[src/rtl/pc_gen.sv]
// pc_gen: program counter generator with boot/run/hold/halt sequencing,
// prioritised redirects, a one-deep pending redirect slot and misalignment trap.
//
// state  | meaning
// BOOT   | first cycle after reset, pc = RESET_VECTOR, not yet a valid fetch
// RUN    | normal fetch, pc advances or redirects when advance is high
// HOLD   | a redirect is parked in the pending slot waiting for advance
// HALTED | pc frozen, only a trap request restarts fetch
module pc_gen #(
  parameter int unsigned     XLEN         = 32,
  parameter logic [XLEN-1:0] RESET_VECTOR = 32'h0000_0000,
  parameter logic [XLEN-1:0] TRAP_VECTOR  = 32'h0000_0100,
  parameter int unsigned     STEP         = 4
) (
  input  logic            Clk,
  input  logic            Reset,
  input  logic            Enable,
  input  logic            Stall,
  input  logic            FetchReady,
  input  logic            BranchTaken,
  input  logic [XLEN-1:0] BranchOffset,
  input  logic            JumpAbs,
  input  logic [XLEN-1:0] JumpTarget,
  input  logic            TrapReq,
  input  logic            Halt,
  output logic [XLEN-1:0] pc,
  output logic            pc_valid,
  output logic            pending,
  output logic            misaligned,
  output logic [XLEN-1:0] misaligned_addr
);

  typedef enum logic [1:0] {
    BOOT   = 2'd0,
    RUN    = 2'd1,
    HOLD   = 2'd2,
    HALTED = 2'd3
  } state_t;

  // STEP is expected to be a power of two, so alignment is a low-bit mask test
  localparam logic [XLEN-1:0] STEP_W     = XLEN'(STEP);
  localparam logic [XLEN-1:0] ALIGN_MASK = XLEN'(STEP - 1);

  state_t          state, state_n;
  logic [XLEN-1:0] pc_n;
  logic [XLEN-1:0] pend_target, pend_target_n;
  logic            misaligned_n;
  logic [XLEN-1:0] misaligned_addr_n;

  logic            advance;
  logic            redirect;
  logic            halt_req;
  logic [XLEN-1:0] raw_target;
  logic            raw_misaligned;
  logic [XLEN-1:0] resolved_target;

  assign advance  = Enable && !Stall && FetchReady;
  assign redirect = TrapReq || JumpAbs || BranchTaken;
  assign halt_req = Halt && !TrapReq;

  // Redirect target by priority; a misaligned non-trap target becomes a trap
  always_comb begin
    if (TrapReq)
      raw_target = TRAP_VECTOR;
    else if (JumpAbs)
      raw_target = JumpTarget & ~XLEN'(1);
    else
      raw_target = pc + BranchOffset;
    raw_misaligned  = redirect && !TrapReq && ((raw_target & ALIGN_MASK) != '0);
    resolved_target = raw_misaligned ? TRAP_VECTOR : raw_target;
  end

  // State, pc and status registers, asynchronously reset
  always_ff @(posedge Clk or posedge Reset) begin
    if (Reset) begin
      state           <= BOOT;
      pc              <= RESET_VECTOR;
      pend_target     <= '0;
      misaligned      <= 1'b0;
      misaligned_addr <= '0;
    end else begin
      state           <= state_n;
      pc              <= pc_n;
      pend_target     <= pend_target_n;
      misaligned      <= misaligned_n;
      misaligned_addr <= misaligned_addr_n;
    end
  end

  // Next-state, next-pc and misalignment event decode
  always_comb begin
    state_n           = state;
    pc_n              = pc;
    pend_target_n     = pend_target;
    misaligned_n      = 1'b0;
    misaligned_addr_n = misaligned_addr;
    unique case (state)
      BOOT: begin
        state_n = RUN;
      end
      RUN: begin
        if (halt_req) begin
          state_n       = HALTED;
          pend_target_n = '0;
        end else if (advance) begin
          pc_n = redirect ? resolved_target : pc + STEP_W;
          misaligned_n = raw_misaligned;
        end else if (redirect) begin
          pend_target_n = resolved_target;
          state_n       = HOLD;
          misaligned_n  = raw_misaligned;
        end
      end
      HOLD: begin
        if (halt_req) begin
          state_n       = HALTED;
          pend_target_n = '0;
        end else if (advance) begin
          pc_n          = redirect ? resolved_target : pend_target;
          pend_target_n = '0;
          state_n       = RUN;
          misaligned_n  = raw_misaligned;
        end else if (redirect) begin
          // newest redirect replaces the parked one
          pend_target_n = resolved_target;
          misaligned_n  = raw_misaligned;
        end
      end
      HALTED: begin
        if (TrapReq) begin
          pc_n    = TRAP_VECTOR;
          state_n = RUN;
        end
      end
      default: state_n = BOOT;
    endcase
    if (misaligned_n)
      misaligned_addr_n = raw_target;
  end

  // Status outputs decoded from state
  always_comb begin
    pc_valid = (state == RUN) || (state == HOLD);
    pending  = (state == HOLD);
  end

endmodule

[config.mk]
export PLATFORM = sky130hd
export DESIGN_NAME = pc_gen
export DESIGN_NICKNAME = d
export VERILOG_FILES = /design/src/rtl/pc_gen.sv
export SDC_FILE = /design/constraint.sdc
export NUM_CORES = 1
export LEC_CHECK = 0
export CORE_MARGIN = 3
export CORE_UTILIZATION = 45
export CTS_BUF_LIST = sky130_fd_sc_hd__clkbuf_8
export CTS_CLUSTER_DIAMETER = 30
export DETAILED_ROUTE_END_ITERATION = 10
export GPL_ROUTABILITY_DRIVEN = 0
export PLACE_DENSITY = 0.7
export SLEW_MARGIN = 20
export SYNTH_ARGS = -nofsm -noshare
export SYNTH_HDL_FRONTEND = slang
export SYNTH_SLANG_ARGS = --single-unit
[constraint.sdc]
create_clock -name Clk -period 3.68 [get_ports Clk]
set_clock_uncertainty 0.05 [all_clocks]
set_input_delay 0.368 -clock Clk [delete_from_list [all_inputs] [get_ports Clk]]
set_output_delay 0.368 -clock Clk [all_outputs]
set_load 0.01 [all_outputs]
---- Word level (Yosys, flattened, before mapping) ----
Index checks and enable logic that the tools add are counted.
word-level totals
  logic and storage cells ................. 63
  bits of input ports ..................... 73
  flip-flop bits (word level) ............. 99
operators by class
  equality and inequality tests ........... 11
  reduce and logical (&&, ||, !) cells .... 18
  multiplexer cells ....................... 27
  $add $sub $neg .......................... 2
operators with widths
  kind                   number
  $mux 32                14
  $pmux 32 s3            1
  $pmux 32 s2            1
  $add 32x3->32 const B  1
  $add 32x32->32         1
  $reduce_bool 32->1     1
  $mux 2                 6
  $ne 2x2->1 const B     4
  $pmux 2 s4             1
  $ne 3x3->1 const B     2
  $reduce_and 6->1       1
  $logic_and 1x1->1      5
  $eq 2x2->1 const B     2
  $mux 1                 4
  $reduce_and 4->1       1
  $logic_or 1x1->1       3
  $ne 3x1->1 const B     1
  $reduce_bool 3->1      1
  $eq 2x1->1 const B     1
  $logic_not 1->1        2
  $logic_not 2->1        1
  $ne 2x1->1 const B     1
  $reduce_and 2->1       1
  $reduce_bool 2->1      1
  $reduce_or 2->1        1

---- Depth between registers and ports, before layout ----
  depth after elaboration ................. 10
  depth in mapped cells ................... 11

---- Worst setup path after synthesis ----
Ideal clock, no wire load.
  path kind ............................... register -> register
  start point ............................. reg pc[0]
  end point ............................... reg misaligned_addr[28]
  slack ................................... 805 ps
  cell stages (with the launch flop) ...... 12
  arrival time ............................ 2700 ps
  path buffers ............................ 0
  required time ........................... 3505 ps
  setup time .............................. 125 ps
  clock period less this slack ............ 2875 ps
  cells stage by stage .................... dfrtp_1 > ha_1 > inv_1 > fa_1 > nand2b_1 > a21o_1 > a211oi_4 > a21oi_2 > a2111o_1 > a21boi_0 > o31ai_2 > mux2_2
on the way
  longest elaborated chain between the ends .. 9
RTL lines
  element                 line      text
  from (decl)             26        output logic [XLEN-1:0] pc,
  from (signal assigned)  83        pc <= pc_n;
  $add 32x32->32 (*)      68        raw_target = pc + BranchOffset;
  $mux 32 (*)             65        else if (JumpAbs)
  $mux 32 (*)             63        if (TrapReq)
  $reduce_bool 32->1      69        raw_misaligned = redirect && !TrapReq && ((raw_target & ALIGN_MASK) != '0);
  $logic_and 1x1->1       69
  $mux 1                  108, 123
  $mux 1                  105       end else if (advance) begin
  $mux 1                  115       if (halt_req) begin
  $mux 1                  --
  to (signal assigned)    86        misaligned_addr <= misaligned_addr_n;
  to (decl)               30        output logic [XLEN-1:0] misaligned_addr
Every way passes the cells marked *; elsewhere a longest branch is shown, timed or not.
A chain may end at the register's enable or synchronous reset.

---- Worst setup path in the final report ----
  start point ............................. in BranchOffset[0]
  end point ............................... reg misaligned_addr[28]
on the way
  longest elaborated chain between the ends .. 9
RTL lines
  element             line      text
  from (decl)         21        input logic [XLEN-1:0] BranchOffset,
  $add 32x32->32 (*)  68
  $mux 32 (*)         65
  $mux 32 (*)         63
  $reduce_bool 32->1  69
  $logic_and 1x1->1   69
  $mux 1              108, 123
  $mux 1              105
  $mux 1              115
  $mux 1              --
Marks and branches as above.

==> results.py <==
metrics = {
    "worst_setup_path": {
        "cp-endpoint": "misaligned_addr[28]",
        "startpoint": "BranchOffset[0]",
        "cp_data_required_time_ps": 3910,
        "cp-end-kind": "flop",
        "path_class": "in -> reg",
        "cp.arrival_ps": 3560,
        "cp.depth": 13,
        "rr_startpoint": "pc[0]",
        "path_buf_inv": 3,
        "reg2reg_to": "misaligned_addr[28]",
        "slowest_delay_ps": 460,
        "rrSetupSlack_ps": 360,
        "crit_family": "compound AO/OA/AOI/OAI gates",
        "worstPathMaxFanout": 3,
        "critPathSlowestCell": "clkdlybuf4s50_1",
        "rr_worst_depth": 12,
        "startpoint_type": "input port",
        "crit_path_cell_trace": "clkdlybuf4s50_1 > ha_1 > inv_1 > fa_1 > nand2b_1 > a21o_1 > a211oi_4 > a21oi_2 > a2111o_1 > a21boi_0 > o31ai_2 > buf_4 > mux2_2",
    },
    "sta": {
        "drv_slew": 0,
        "fin_crit_sh_pct": 90.4,
        "finalHoldViolations": 0,
        "clock.fmax_mhz": 301,
        "worst_slew_pin_slew_ps": 748,
        "max_slew_margin_pct": 49.6,
        "period_minus_slack_ps": 3330,
        "finalSetupViolCount": 0,
        "tns_ps": 0,
        "grt_setup_unrepaired": "false",
    },
    "synthesis": {
        "yosys-top-cells-area": "dfrtp_1 (34%), ha_1 (6.2%), nand2_1 (6.2%)",
        "syn_inst": 874,
        "yosysTopAreaCell": "dfrtp_1",
        "synth-xor-area-share_pct": 4.70,
        "synth-async-reset-ratio_pct": 100,
        "ys_warn_count": 0,
        "yosysMostFrequentCell": "nand2_1",
        "synth_top_family_by_area": "compound AO/OA/AOI/OAI gates",
        "syn-num-nets": 984,
        "netlist-cell-type-count": 73,
        "synth_top_area_share_pct": 34.1,
        "synth_compound_area_share_pct": 26.1,
        "avgSynthCellArea_sq_um": 8.31,
        "synth-adder-area-share_pct": 6.48,
        "synthMuxAreaShare_pct": 3.72,
        "synth-main-ff-cell": "dfrtp_1",
        "yosys-top-cells-count": "nand2_1 (119), dfrtp_1 (99), o21ai_0 (72), nor2_1 (67), a21oi_1 (64)",
        "synthSimpleGateAreaFrac_pct": 20.9,
        "ys_ff_latch": 99,
        "synth-seq-area-share_pct": 34.1,
        "synth_edf_count": 0,
        "synth_area_sq_mm": 0.00726,
    },
    "die": {
        "die_x_um": 133,
        "rows": 45,
        "core_area_sq_mm": 0.0155,
        "ios": 140,
        "die_y_um": 133,
        "die_area_sq_mm": 0.0177,
        "start_util_pct": 46.9,
    },
    "min_path": {
        "min_from": "JumpAbs",
        "hold_path.class": "in -> reg",
    },
    "routing": {
        "drt-initial-drc-count": 808,
        "drt_pass1_iterations": 7,
        "via_per_inst": 6.03,
        "drtAntennaViolNets": 0,
        "drc_errors": 0,
        "wl_um": 25300,
        "avgRoutedWirePerCell_um": 20.3,
        "via_count": 7526,
    },
    "cts": {
        "cts_made_buffers": 9,
        "cts_buffer_depth": 2,
        "tritoncts": "built",
        "clockRootBuffer": "clkbuf_8",
        "cts.repair.resized": 0,
        "cts.clk_slew.worst_paths_ps": 90,
        "cts_max_level": 3,
        "clkLatencyLatePin_ps": 390,
        "cts.sinks": 99,
        "cts_hold_buf": 0,
        "post-cts-setup-buffers": 0,
    },
    "global_routing": {
        "grt_pass1_wl_um": 40000,
        "grt_max_degree": 64,
        "grt_pass1_vias": 7167,
        "grt_use_total_pct": 28.3,
        "antenna_found_initial": 0,
        "grt-ovfl-total": 0,
    },
    "finish": {
        "layout.nets": 1142,
        "syn2layout_area_growth_pct": 29.5,
        "multiInputGateArea_sq_mm": 0.00450,
        "fill_cells": 1417,
        "final_util_pct": 60.7,
        "finalInstanceArea_sq_mm": 0.00940,
        "layout-drive-gt1-share_pct": 10.3,
        "num_antenna_cells": 0,
        "layout.area.seq_sq_mm": 0.00248,
    },
    "placed_design": {
        "port_buffers": 138,
        "postPlaceCellArea_sq_mm": 0.00916,
        "hpwl_um": 19300,
    },
    "power_and_ir_drop": {
        "irDropWorstVdd_v": 0.000353,
        "p_leak_nw": 4.07,
        "p_total_mw": 6.66,
        "power.density_mw_per_mm2": 708,
    },
    "outcome": {
        "outcome": "finished clean",
    },
    "run": {
        "cap_viol_max_count": 0,
    },
}
## how the worst min path moves through the flow
| stage | endpoint | cells past startpoint |
|---|---|---|
| 2_1_floorplan | pend_target[2] | 2 |
| 3_3_place_gp | pend_target[2] | 2 |
| 3_5_place_dp | misaligned_addr[3] | 2 |
| 4_1_cts | misaligned_addr[1] | 3 |
| 5_1_grt | misaligned_addr[1] | 3 |
| 6_report | misaligned_addr[1] | 3 |
## cells by family (layout without fill, tap and decap cells)
group,Yosys count,count (layout)
fa+ha+maj,37,37
buf+inv,73,236
compound gates,281,281
mux,25,25
xor+xnor,39,39
simple gates,320,320
flops,99,99
## through the flow
| step | hold WS (ps) | instances | setup WS [ps] |
|---|---|---|---|
| 3_5_place_dp | 416 | 1232 | 1.75 |
| 4_1_cts | 307 | 1248 | 397 |
| 5_1_grt | 350 | 1248 | 268 |
| 3_3_place_gp | 407 | 1232 | 52.9 |
| 6_report | 302 | 1248 | 354 |
| 2_1_floorplan | 395 | 874 | 672 |
## area by class of cell
type / count / area share (%)
clock buffer: 10 / 1.46
clock inverter: 6 / 1.10
sequential: 99 / 26.3
multi-input combinational: 702 / 47.8
timing repair buffer: 194 / 19.4
tap: 211 / 2.81
inverter: 26 / 1.06
## registers in the layout, summed over array words and instances, names as in the netlist
name,count
state,2
misaligned,1
pc,32
pend_target,32
misaligned_addr,32
## layout by cell type, fill, tap and decap left out, drive strengths merged, types with 7 or more instances in the layout
master and instances:
xor2 17, mux2 16, clkdlybuf4s50 137, nor3 32
mux2i 9, nand2 120, nand4 14, ha 36
nor2 67, nand2b 7, o22ai 9, a21oi 65
dfrtp 99, clkbuf 10, xnor2 22, buf 57
o21ai 75, nand3 26, a21o 22, o211ai 10
inv 26, and3 15, a22o 23
## worst register-to-register path: stages, from the launching register on
cell,delay [ps]
dfrtp_1,420
ha_1,190
inv_1,60
fa_1,420
nand2b_1,190
a21o_1,200
a211oi_4,310
a21oi_2,140
a2111o_1,450
a21boi_0,240
o31ai_2,120
buf_4,190
mux2_2,250
## report_power, final
group	internal [mW]	leakage, nW	switching (mW)
registers	1.51	1.29	0.395
logic	1.78	2.65	2.11
clock network	0.466	0.127	0.392
## metal layers
| layer | wire [um] | global-route usage [%] | vias up |
|---|---|---|---|
| met5 | 0 | 0 | - |
| met4 | 1070 | 11.4 | 0 |
| met3 | 1790 | 4.22 | 56 |
| met2 | 11900 | 46.3 | 353 |
| met1 | 10500 | 37.8 | 3579 |
| li1 | - | - | 3538 |
Note: power is estimated with default switching activity, not from simulation.
